$ cat src/rtl/vga_scan_if.sv
// Scan-controller bundle: snapshot handshake plus the sync/scan outputs that
// feed the print/line_map/bit_map datapath.
interface vga_scan_if;
  logic        snap_req;
  logic        snap_ack;
  logic        hsync;
  logic        vsync;
  logic        valid;
  logic [10:0] addr_row;
  logic [10:0] addr_column;
  logic        frame_tick;
  logic        pix_en;

  modport master (
    input  snap_req,
    output snap_ack, hsync, vsync, valid, addr_row, addr_column, frame_tick, pix_en
  );

  modport slave (
    output snap_req,
    input  snap_ack, hsync, vsync, valid, addr_row, addr_column, frame_tick, pix_en
  );
endinterface

$ cat src/rtl/vga_scan_ctrl.sv
// VGA timing/scan controller with a vblank-aligned snapshot handshake.
// Optional VGA_PIPE_EN: delays sync/valid/addr by 2 clks to match the colour lookups.
module vga_scan_ctrl #(
  parameter int CLK_DIV  = 2,
  parameter int H_ACTIVE = 640,
  parameter int H_FP     = 16,
  parameter int H_SYNC   = 96,
  parameter int H_BP     = 48,
  parameter int V_ACTIVE = 480,
  parameter int V_FP     = 10,
  parameter int V_SYNC   = 2,
  parameter int V_BP     = 33
) (
  input  logic          clk,
  input  logic          reset,
  vga_scan_if.master    bus
);
  localparam int H_TOTAL = H_ACTIVE + H_FP + H_SYNC + H_BP;
  localparam int V_TOTAL = V_ACTIVE + V_FP + V_SYNC + V_BP;
  localparam int DW      = (CLK_DIV > 1) ? $clog2(CLK_DIV) : 1;

  typedef struct packed {
    logic        hsync;
    logic        vsync;
    logic        valid;
    logic [10:0] row;
    logic [10:0] col;
  } disp_t;

  localparam disp_t DISP_RST = '{hsync: 1'b1, vsync: 1'b1, valid: 1'b0, row: '0, col: '0};

  typedef enum logic [1:0] {IDLE, PEND, GRANT} snap_st_t;

  logic [DW-1:0] div;
  logic [10:0]   hcnt, vcnt, hcnt_nxt, vcnt_nxt;
  logic          tick, h_wrap;
  logic          pix_en_q, ft_q;
  disp_t         disp_nxt, disp_q, disp_o;
  snap_st_t      st_q, st_d;
  logic          ack;

  // Counters advance on the same edge that raises pix_en, so every output
  // registered from the *_nxt values lines up with hcnt/vcnt in that clk.
  always_comb begin
    tick     = (div == DW'(CLK_DIV - 1));
    h_wrap   = (hcnt == 11'(H_TOTAL - 1));
    hcnt_nxt = hcnt;
    vcnt_nxt = vcnt;
    if (tick) begin
      hcnt_nxt = h_wrap ? 11'd0 : hcnt + 11'd1;
      if (h_wrap)
        vcnt_nxt = (vcnt == 11'(V_TOTAL - 1)) ? 11'd0 : vcnt + 11'd1;
    end
    disp_nxt.hsync = !((hcnt_nxt >= 11'(H_ACTIVE + H_FP)) &&
                       (hcnt_nxt <  11'(H_ACTIVE + H_FP + H_SYNC)));
    disp_nxt.vsync = !((vcnt_nxt >= 11'(V_ACTIVE + V_FP)) &&
                       (vcnt_nxt <  11'(V_ACTIVE + V_FP + V_SYNC)));
    disp_nxt.valid = (hcnt_nxt < 11'(H_ACTIVE)) && (vcnt_nxt < 11'(V_ACTIVE));
    disp_nxt.row   = vcnt_nxt;
    disp_nxt.col   = hcnt_nxt;
  end

  always_ff @(posedge clk) begin
    if (!reset) begin
      div      <= '0;
      hcnt     <= '0;
      vcnt     <= '0;
      pix_en_q <= 1'b0;
      ft_q     <= 1'b0;
      disp_q   <= DISP_RST;
    end else begin
      div      <= tick ? '0 : div + DW'(1);
      hcnt     <= hcnt_nxt;
      vcnt     <= vcnt_nxt;
      pix_en_q <= tick;
      ft_q     <= tick && h_wrap && (vcnt == 11'(V_ACTIVE - 1));
      disp_q   <= disp_nxt;
    end
  end

`ifdef VGA_PIPE_EN
  disp_t disp_pipe [2];

  always_ff @(posedge clk) begin
    if (!reset) begin
      disp_pipe[0] <= DISP_RST;
      disp_pipe[1] <= DISP_RST;
    end else begin
      disp_pipe[0] <= disp_q;
      disp_pipe[1] <= disp_pipe[0];
    end
  end

  assign disp_o = disp_pipe[1];
`else
  assign disp_o = disp_q;
`endif

  // A request seen in the frame_tick clk itself waits a whole frame: the
  // grant only follows a frame_tick observed while already pending.
  always_ff @(posedge clk) begin
    if (!reset) st_q <= IDLE;
    else        st_q <= st_d;
  end

  always_comb begin
    st_d = st_q;
    ack  = 1'b0;
    case (st_q)
      IDLE:    if (bus.snap_req) st_d = PEND;
      PEND:    if (ft_q)         st_d = GRANT;
      GRANT: begin
        ack  = 1'b1;
        st_d = IDLE;
      end
      default: st_d = IDLE;
    endcase
  end

  assign bus.snap_ack    = ack;
  assign bus.hsync       = disp_o.hsync;
  assign bus.vsync       = disp_o.vsync;
  assign bus.valid       = disp_o.valid;
  assign bus.addr_row    = disp_o.row;
  assign bus.addr_column = disp_o.col;
  assign bus.frame_tick  = ft_q;
  assign bus.pix_en      = pix_en_q;
endmodule
$ cat src/flat_wrapper.sv
// flat-port wrapper written by rule: the top's interface ports become plain ports
module vga_scan_ctrl_flat 
#(
  parameter int CLK_DIV  = 2,
  parameter int H_ACTIVE = 640,
  parameter int H_FP     = 16,
  parameter int H_SYNC   = 96,
  parameter int H_BP     = 48,
  parameter int V_ACTIVE = 480,
  parameter int V_FP     = 10,
  parameter int V_SYNC   = 2,
  parameter int V_BP     = 33
)
  (clk, reset, bus_snap_req, bus_snap_ack, bus_hsync, bus_vsync, bus_valid, bus_addr_row, bus_addr_column, bus_frame_tick, bus_pix_en);
  vga_scan_if bus_i ();
  input  logic clk;
  input  logic reset;
  input wire logic [$bits(bus_i.snap_req)-1:0] bus_snap_req;
  output wire logic [$bits(bus_i.snap_ack)-1:0] bus_snap_ack;
  output wire logic [$bits(bus_i.hsync)-1:0] bus_hsync;
  output wire logic [$bits(bus_i.vsync)-1:0] bus_vsync;
  output wire logic [$bits(bus_i.valid)-1:0] bus_valid;
  output wire logic [$bits(bus_i.addr_row)-1:0] bus_addr_row;
  output wire logic [$bits(bus_i.addr_column)-1:0] bus_addr_column;
  output wire logic [$bits(bus_i.frame_tick)-1:0] bus_frame_tick;
  output wire logic [$bits(bus_i.pix_en)-1:0] bus_pix_en;
  assign bus_i.snap_req = bus_snap_req;
  assign bus_snap_ack = bus_i.snap_ack;
  assign bus_hsync = bus_i.hsync;
  assign bus_vsync = bus_i.vsync;
  assign bus_valid = bus_i.valid;
  assign bus_addr_row = bus_i.addr_row;
  assign bus_addr_column = bus_i.addr_column;
  assign bus_frame_tick = bus_i.frame_tick;
  assign bus_pix_en = bus_i.pix_en;
  vga_scan_ctrl #(.CLK_DIV(CLK_DIV), .H_ACTIVE(H_ACTIVE), .H_FP(H_FP), .H_SYNC(H_SYNC), .H_BP(H_BP), .V_ACTIVE(V_ACTIVE), .V_FP(V_FP), .V_SYNC(V_SYNC), .V_BP(V_BP)) u_core (.clk(clk), .reset(reset), .bus(bus_i));
endmodule
$ cat config.mk
export PLATFORM = sky130hd
export DESIGN_NAME = vga_scan_ctrl_flat
export DESIGN_NICKNAME = d
export VERILOG_FILES = /design/src/rtl/vga_scan_if.sv /design/src/rtl/vga_scan_ctrl.sv /design/src/flat_wrapper.sv
export SDC_FILE = /design/constraint.sdc
export NUM_CORES = 1
export LEC_CHECK = 0
export CAP_MARGIN = 20
export CORE_UTILIZATION = 52
export CTS_CLUSTER_SIZE = 16
export DETAILED_ROUTE_END_ITERATION = 10
export DONT_BUFFER_PORTS = 1
export PLACE_DENSITY = 0.67
export SYNTH_ARGS = -nofsm -noshare
export SYNTH_HDL_FRONTEND = slang
export SYNTH_SLANG_ARGS = --single-unit
$ cat constraint.sdc
create_clock -name clk -period 2.7 [get_ports clk]
set_clock_uncertainty 0.2 [all_clocks]
set_input_delay 0.54 -clock clk [delete_from_list [all_inputs] [get_ports clk]]
set_output_delay 0.54 -clock clk [all_outputs]
set_load 0.05 [all_outputs]
### Word level (Yosys, flattened, before mapping)

Index checks and enable logic that the tools add are counted.

* register bits after elaboration: 30
* latch bits: 0
* bits in writable memories: 0
* bits in read-only memories: 0
* output and inout port bits: 28
* word-level logic and storage cells: 45
* memories: 0

* add/subtract/negate cells: 3
* multiply operators: 0
* divide/modulo/power cells: 0
* magnitude comparators: 6
* equal/unequal tests: 7
* shifts and indexed selects: 0
* mux-type cells: 9
* bitwise gates (word level): 1
* reduce and logical (&&, ||, !) cells: 10

Operator list (count)
* 2-to-1 mux 11 bit: 5
* adder 11 x 1 -> 11 bit, second input constant: 2
* equality test 11 x 10 -> 1 bit, second input constant: 2
* < comparator 11 x 10 -> 1 bit, second input constant: 2
* < comparator 11 x 9 -> 1 bit, second input constant: 2
* equality test 11 x 9 -> 1 bit, second input constant: 1
* greater-or-equal comparator 11 x 10 -> 1 bit, second input constant: 1
* greater-or-equal comparator 11 x 9 -> 1 bit, second input constant: 1
* logical AND 1 bit: 5
* 2-to-1 mux 2 bit: 2
* case mux 2 bit (2 select lines): 1
* equality test 2 x 1 -> 1 bit, second input constant: 1
* equality test 2 bit, second input constant: 1
* logical NOT 1 bit: 2
* logical NOT 2 bit: 1
* inequality test 2 x 1 -> 1 bit, second input constant: 1
* inequality test 2 bit, second input constant: 1
* AND reduction 2 bit: 1
* OR reduction 2 bit: 1
* adder 1 bit, second input constant: 1
* 2-to-1 mux 1 bit: 1
* inverter 1 bit: 1

### Logic depth before layout (Yosys ltp)

* depth in word-level cells: 7
* depth in mapped cells: 8
* mapped depth without buffers: 8

### Worst setup path before layout

Ideal clock, no wire load.

* kind: reg-to-reg
* from: reg u_core.hcnt[0]
* to: reg u_core.disp_q, in the netlist u_core.bus.vsync
* arrival: 2.336 ns
* data required time: 2.363 ns
* setup slack: 0.027 ns
* cell stages (with the launch flop): 9
* period minus slack after synthesis: 2.673 ns
* cells stage by stage: dfxtp_1 > ha_1 > and3_1 > clkbuf_1 > and3_1 > nand2_1 > or4b_1 > a32oi_1 > o2111ai_1

* longest elaborated chain between the ends: 6
* elaborated cells between the ends (all ways): 7
* those cells by class: order compare: 2; eq/ne: 1; mux: 2; reduce/logical: 2

RTL lines
* start: declaration: RTL line vga_scan_ctrl.sv:35 `logic [10:0] hcnt, vcnt, hcnt_nxt, vcnt_nxt;`
* start signal: assignment: RTL line vga_scan_ctrl.sv:73 `hcnt <= hcnt_nxt;`
* equality test 11 x 10 -> 1 bit *: RTL line vga_scan_ctrl.sv:46 `h_wrap = (hcnt == 11'(H_TOTAL - 1));`
* 2-to-1 mux 11 bit *: RTL line vga_scan_ctrl.sv:51 `if (h_wrap)`
* 2-to-1 mux 11 bit *: RTL line vga_scan_ctrl.sv:49 `if (tick) begin`
* greater-or-equal comparator 11 x 9 -> 1 bit / < comparator 11 x 9 -> 1 bit (equally long branches): RTL line vga_scan_ctrl.sv:56, vga_scan_ctrl.sv:57
* logical AND 1 bit *: RTL line vga_scan_ctrl.sv:56 `disp_nxt.vsync = !((vcnt_nxt >= 11'(V_ACTIVE + V_FP)) &&`
* logical NOT 1 bit *: RTL line vga_scan_ctrl.sv:56
* end signal: assignment: RTL line vga_scan_ctrl.sv:77 `disp_q <= disp_nxt;`
* end: declaration: RTL line vga_scan_ctrl.sv:38 `disp_t disp_nxt, disp_q, disp_o;`

Mark *: on every way between the ends. The rest lies on a longest branch, timed or not.
A chain may end at the register's enable or synchronous reset.

### Worst setup path after layout

* from: reg u_core.hcnt[6]
* to: reg u_core.disp_q, in the netlist u_core.bus.vsync

Same word-level chain as after synthesis.

==> metrics.md <==
| Metric | Value |
|---|---|
| Lkg Pwr | 0.6813 nW |
| Clock period minus worst slack | 2.475 ns |
| Vias in the first global route | 1408 |
| Share of flip-flops with an asynchronous set or reset | 0% |
| Number of synthesized flops with an enable pin | 0 |
| Worst hold margin | 0.1167 ns |
| First-pass GRT wire length | 6451 µm |
| Worst endpoint data arrival time | 2.49 ns |
| Sequential share of the synthesized area | 38.77% |
| Tcrit/Tclk final | 91.65% |
| Fill count | 250 |
| Fin. max-slew vios | 0 |
| Layout Nets | 217 |
| WP data required | 2.72 ns |
| RSZ-0062 raised after global routing | no |
| Max-slew headroom | 53.66% |
| Die extent in x | 56.58 µm |
| Largest net degree at the start of global routing | 22 |
| Largest buffer count on any clock path | 2 |
| Hold Crit Class | primary input to register |
| Syn_area_per_cell | 8.464 µm² |
| CTS tree | done |
| Clk Latency, worst-skew pair | 0.35 ns |
| Post-synth top cells | dfxtp_1 (30), nor2_1 (23), nand2_1 (16) |
| PostCTS Resize Cnt | 0 |
| GR Overflow Total | 0 |
| Root Buffer | clkbuf_4 |
| Crit-path max cell delay | 0.60 ns |
| Clock Pin Slew Worst Setup and Hold Paths | 0.10 ns |
| Row count | 19 |
| Synth Register Bits | 30 |
| YS warnings | 0 |
| Cell area after synthesis | 0.001549 mm² |
| Top cells by area, synth | dfxtp_1 (39%), xor2_1 (5.7%), nor2_1 (5.6%) |
| CP Launch Type | register |
| Initial Utilization | 55.69% |
| VDD IR max | 0.5123 mV |
| Setup TNS | 0 ns |
| Area delta synth->final | 17.69% |
| Max-cap violations | 0 |
| Final WL | 3821 µm |
| Number of CTS-inserted buffers | 5 |
| I/O pins | 31 |
| CP Class | register to register |
| Most numerous cell in the Yosys netlist | dfxtp_1 |
| Fmax achieved | 404.1 MHz |
| Slew @ Worst Pin | 0.6943 ns |
| Crit-path max FO | 5 |
| Synth area leader | dfxtp_1 |
| Die Span Y | 56.58 µm |
| Clk sink count | 30 |
| PwrDens | 428.7 mW/mm² |
| Vias/cell | 6.029 |
| Hold Vio Cnt, Final | 0 |
| Dpl hpwl | 2869 µm |
| Share of cells above drive strength 1 | 20.28% |
| Slowest cell on the critical path | or4_4 |
| Cts-stage hold buffer count | 0 |
| ANT cells | 0 |
| Gate Count Post-Synth | 183 |
| Initial antenna violation count | 0 |
| H-tree Lvls | 2 |
| Main synth FF type | dfxtp_1 |
| Syn_nets | 189 |
| Status | finished clean |
| Synth top area share | 38.77% |
| Total track usage | 26.29% |
| Pre-Repair DR Iteration Count | 4 |
| DR vias | 1465 |
| Total core area | 0.002781 mm² |
| Iteration-0 DRC Markers | 69 |
| Cells along the critical path | or4_4 > nor4_4 > nand2_1 > or4b_1 > a32oi_1 > o2111ai_1 |
| Final setup viols | 0 |
| Synth cell types | 42 |
| Setup crit end kind | register |
| Die Area | 0.003201 mm² |
| GPL Wtd Cong | 0.8836 |
| ANT nets after route | 0 |
| Port buffer count | 0 |
| DRC viols | 0 |
| Post-CTS setup buffer count | 0 |
| Wirelength per Cell | 15.72 µm |
[placed cells by master (no fill, tap or decap), drive strengths merged, types with 2 or more instances in the layout]
| master | n |
|---|---|
| nor4 | 4 |
| and3 | 3 |
| nand2b | 2 |
| inv | 7 |
| nor2b | 2 |
| nand4b | 2 |
| o21ai | 7 |
| nand2 | 17 |
| and4 | 3 |
| nor4b | 2 |
| dfxtp | 30 |
| nor3 | 7 |
| nand4 | 6 |
| buf | 25 |
| and2 | 5 |
| nor2 | 24 |
| xnor2 | 4 |
| xor2 | 10 |
| or4 | 2 |
| a211oi | 3 |
| ha | 3 |
| clkbuf | 6 |
| a21oi | 10 |
| mux2i | 2 |
| nand3 | 14 |
[per-stage QoR]
stage | util (%) | total power, mW | std cells | cell area (µm²) | worst slack (ns)
final | 65.54 | 0.7815 | 243 | 1823 | 0.2254
after detailed placement | 63.25 | 0.4974 | 235 | 1759 | 0.2325
after floorplan | - | 0.4892 | 183 | 1549 | 0.02667
after global placement | 63.25 | 0.4958 | 235 | 1759 | 0.3249
after CTS | 65.54 | 0.7886 | 243 | 1823 | 0.2267
after global routing | 65.54 | 0.8060 | 243 | 1823 | 0.07758
[cells by family after synthesis]
family / Yosys count / synth area share, %
AO/OA/AOI/OAI: 26 / 10.50
XOR/XNOR: 14 / 7.916
adder cells (fa/ha/maj): 3 / 2.424
buffers and inverters: 11 / 2.746
flip-flops: 30 / 38.77
multiplexers: 2 / 1.292
AND/OR/NAND/NOR: 97 / 36.35
[power by group]
| group | switching (mW) | internal [mW] |
|---|---|---|
| Clock | 0.170 | 0.125 |
| Combinational | 0.0204 | 0.00943 |
| Sequential | 0.00882 | 0.448 |
[area by class of cell]
class                      instances  area (µm²)  area share (%)
timing repair buffer              25       187.7           10.30
multi-input combinational        142       905.9           49.69
clock buffer                       6       51.30           2.814
tap                               31       38.79           2.128
inverter                           7       26.28           1.441
sequential                        30       600.6           32.94
clock inverter                     2       12.51          0.6863
[registers in the layout, indices dropped and copies added, names as in the netlist]
signal and cells:
u_core.bus.frame_tick 1, u_core.bus.hsync 1, u_core.bus.pix_en 1, u_core.bus.valid 1
u_core.bus.vsync 1, u_core.div 1, u_core.hcnt 11, u_core.st_q 2
u_core.vcnt 11
[layer usage]
layer	track usage, %	share of wire (%)
met1	30.90	43
met2	43.53	49
met3	6.912	5.4
met4	13.94	2.9
met5	0	0
[worst max-delay path: cells and delay by family, from the launching register on]
family / cells / cell delay [ns]
flip-flops: 1 / 0.33
AO/OA/AOI/OAI: 2 / 0.42
AND/OR/NAND/NOR: 4 / 1.40
[path summary, 6_finish.rpt]
check | cells after the start | slack [ns] | end | from
worst max register to register | 6 | 0.23 | u_core.bus.vsync | u_core.hcnt[6]
worst min-delay path | 2 | 0.12 | u_core.bus.valid | reset
worst min register to register | 1 | 0.24 | u_core.st_q[1] | u_core.st_q[1]
worst max-delay path | 6 | 0.23 | u_core.bus.vsync | u_core.hcnt[6]
Note: power is estimated with default switching activity, not from simulation.
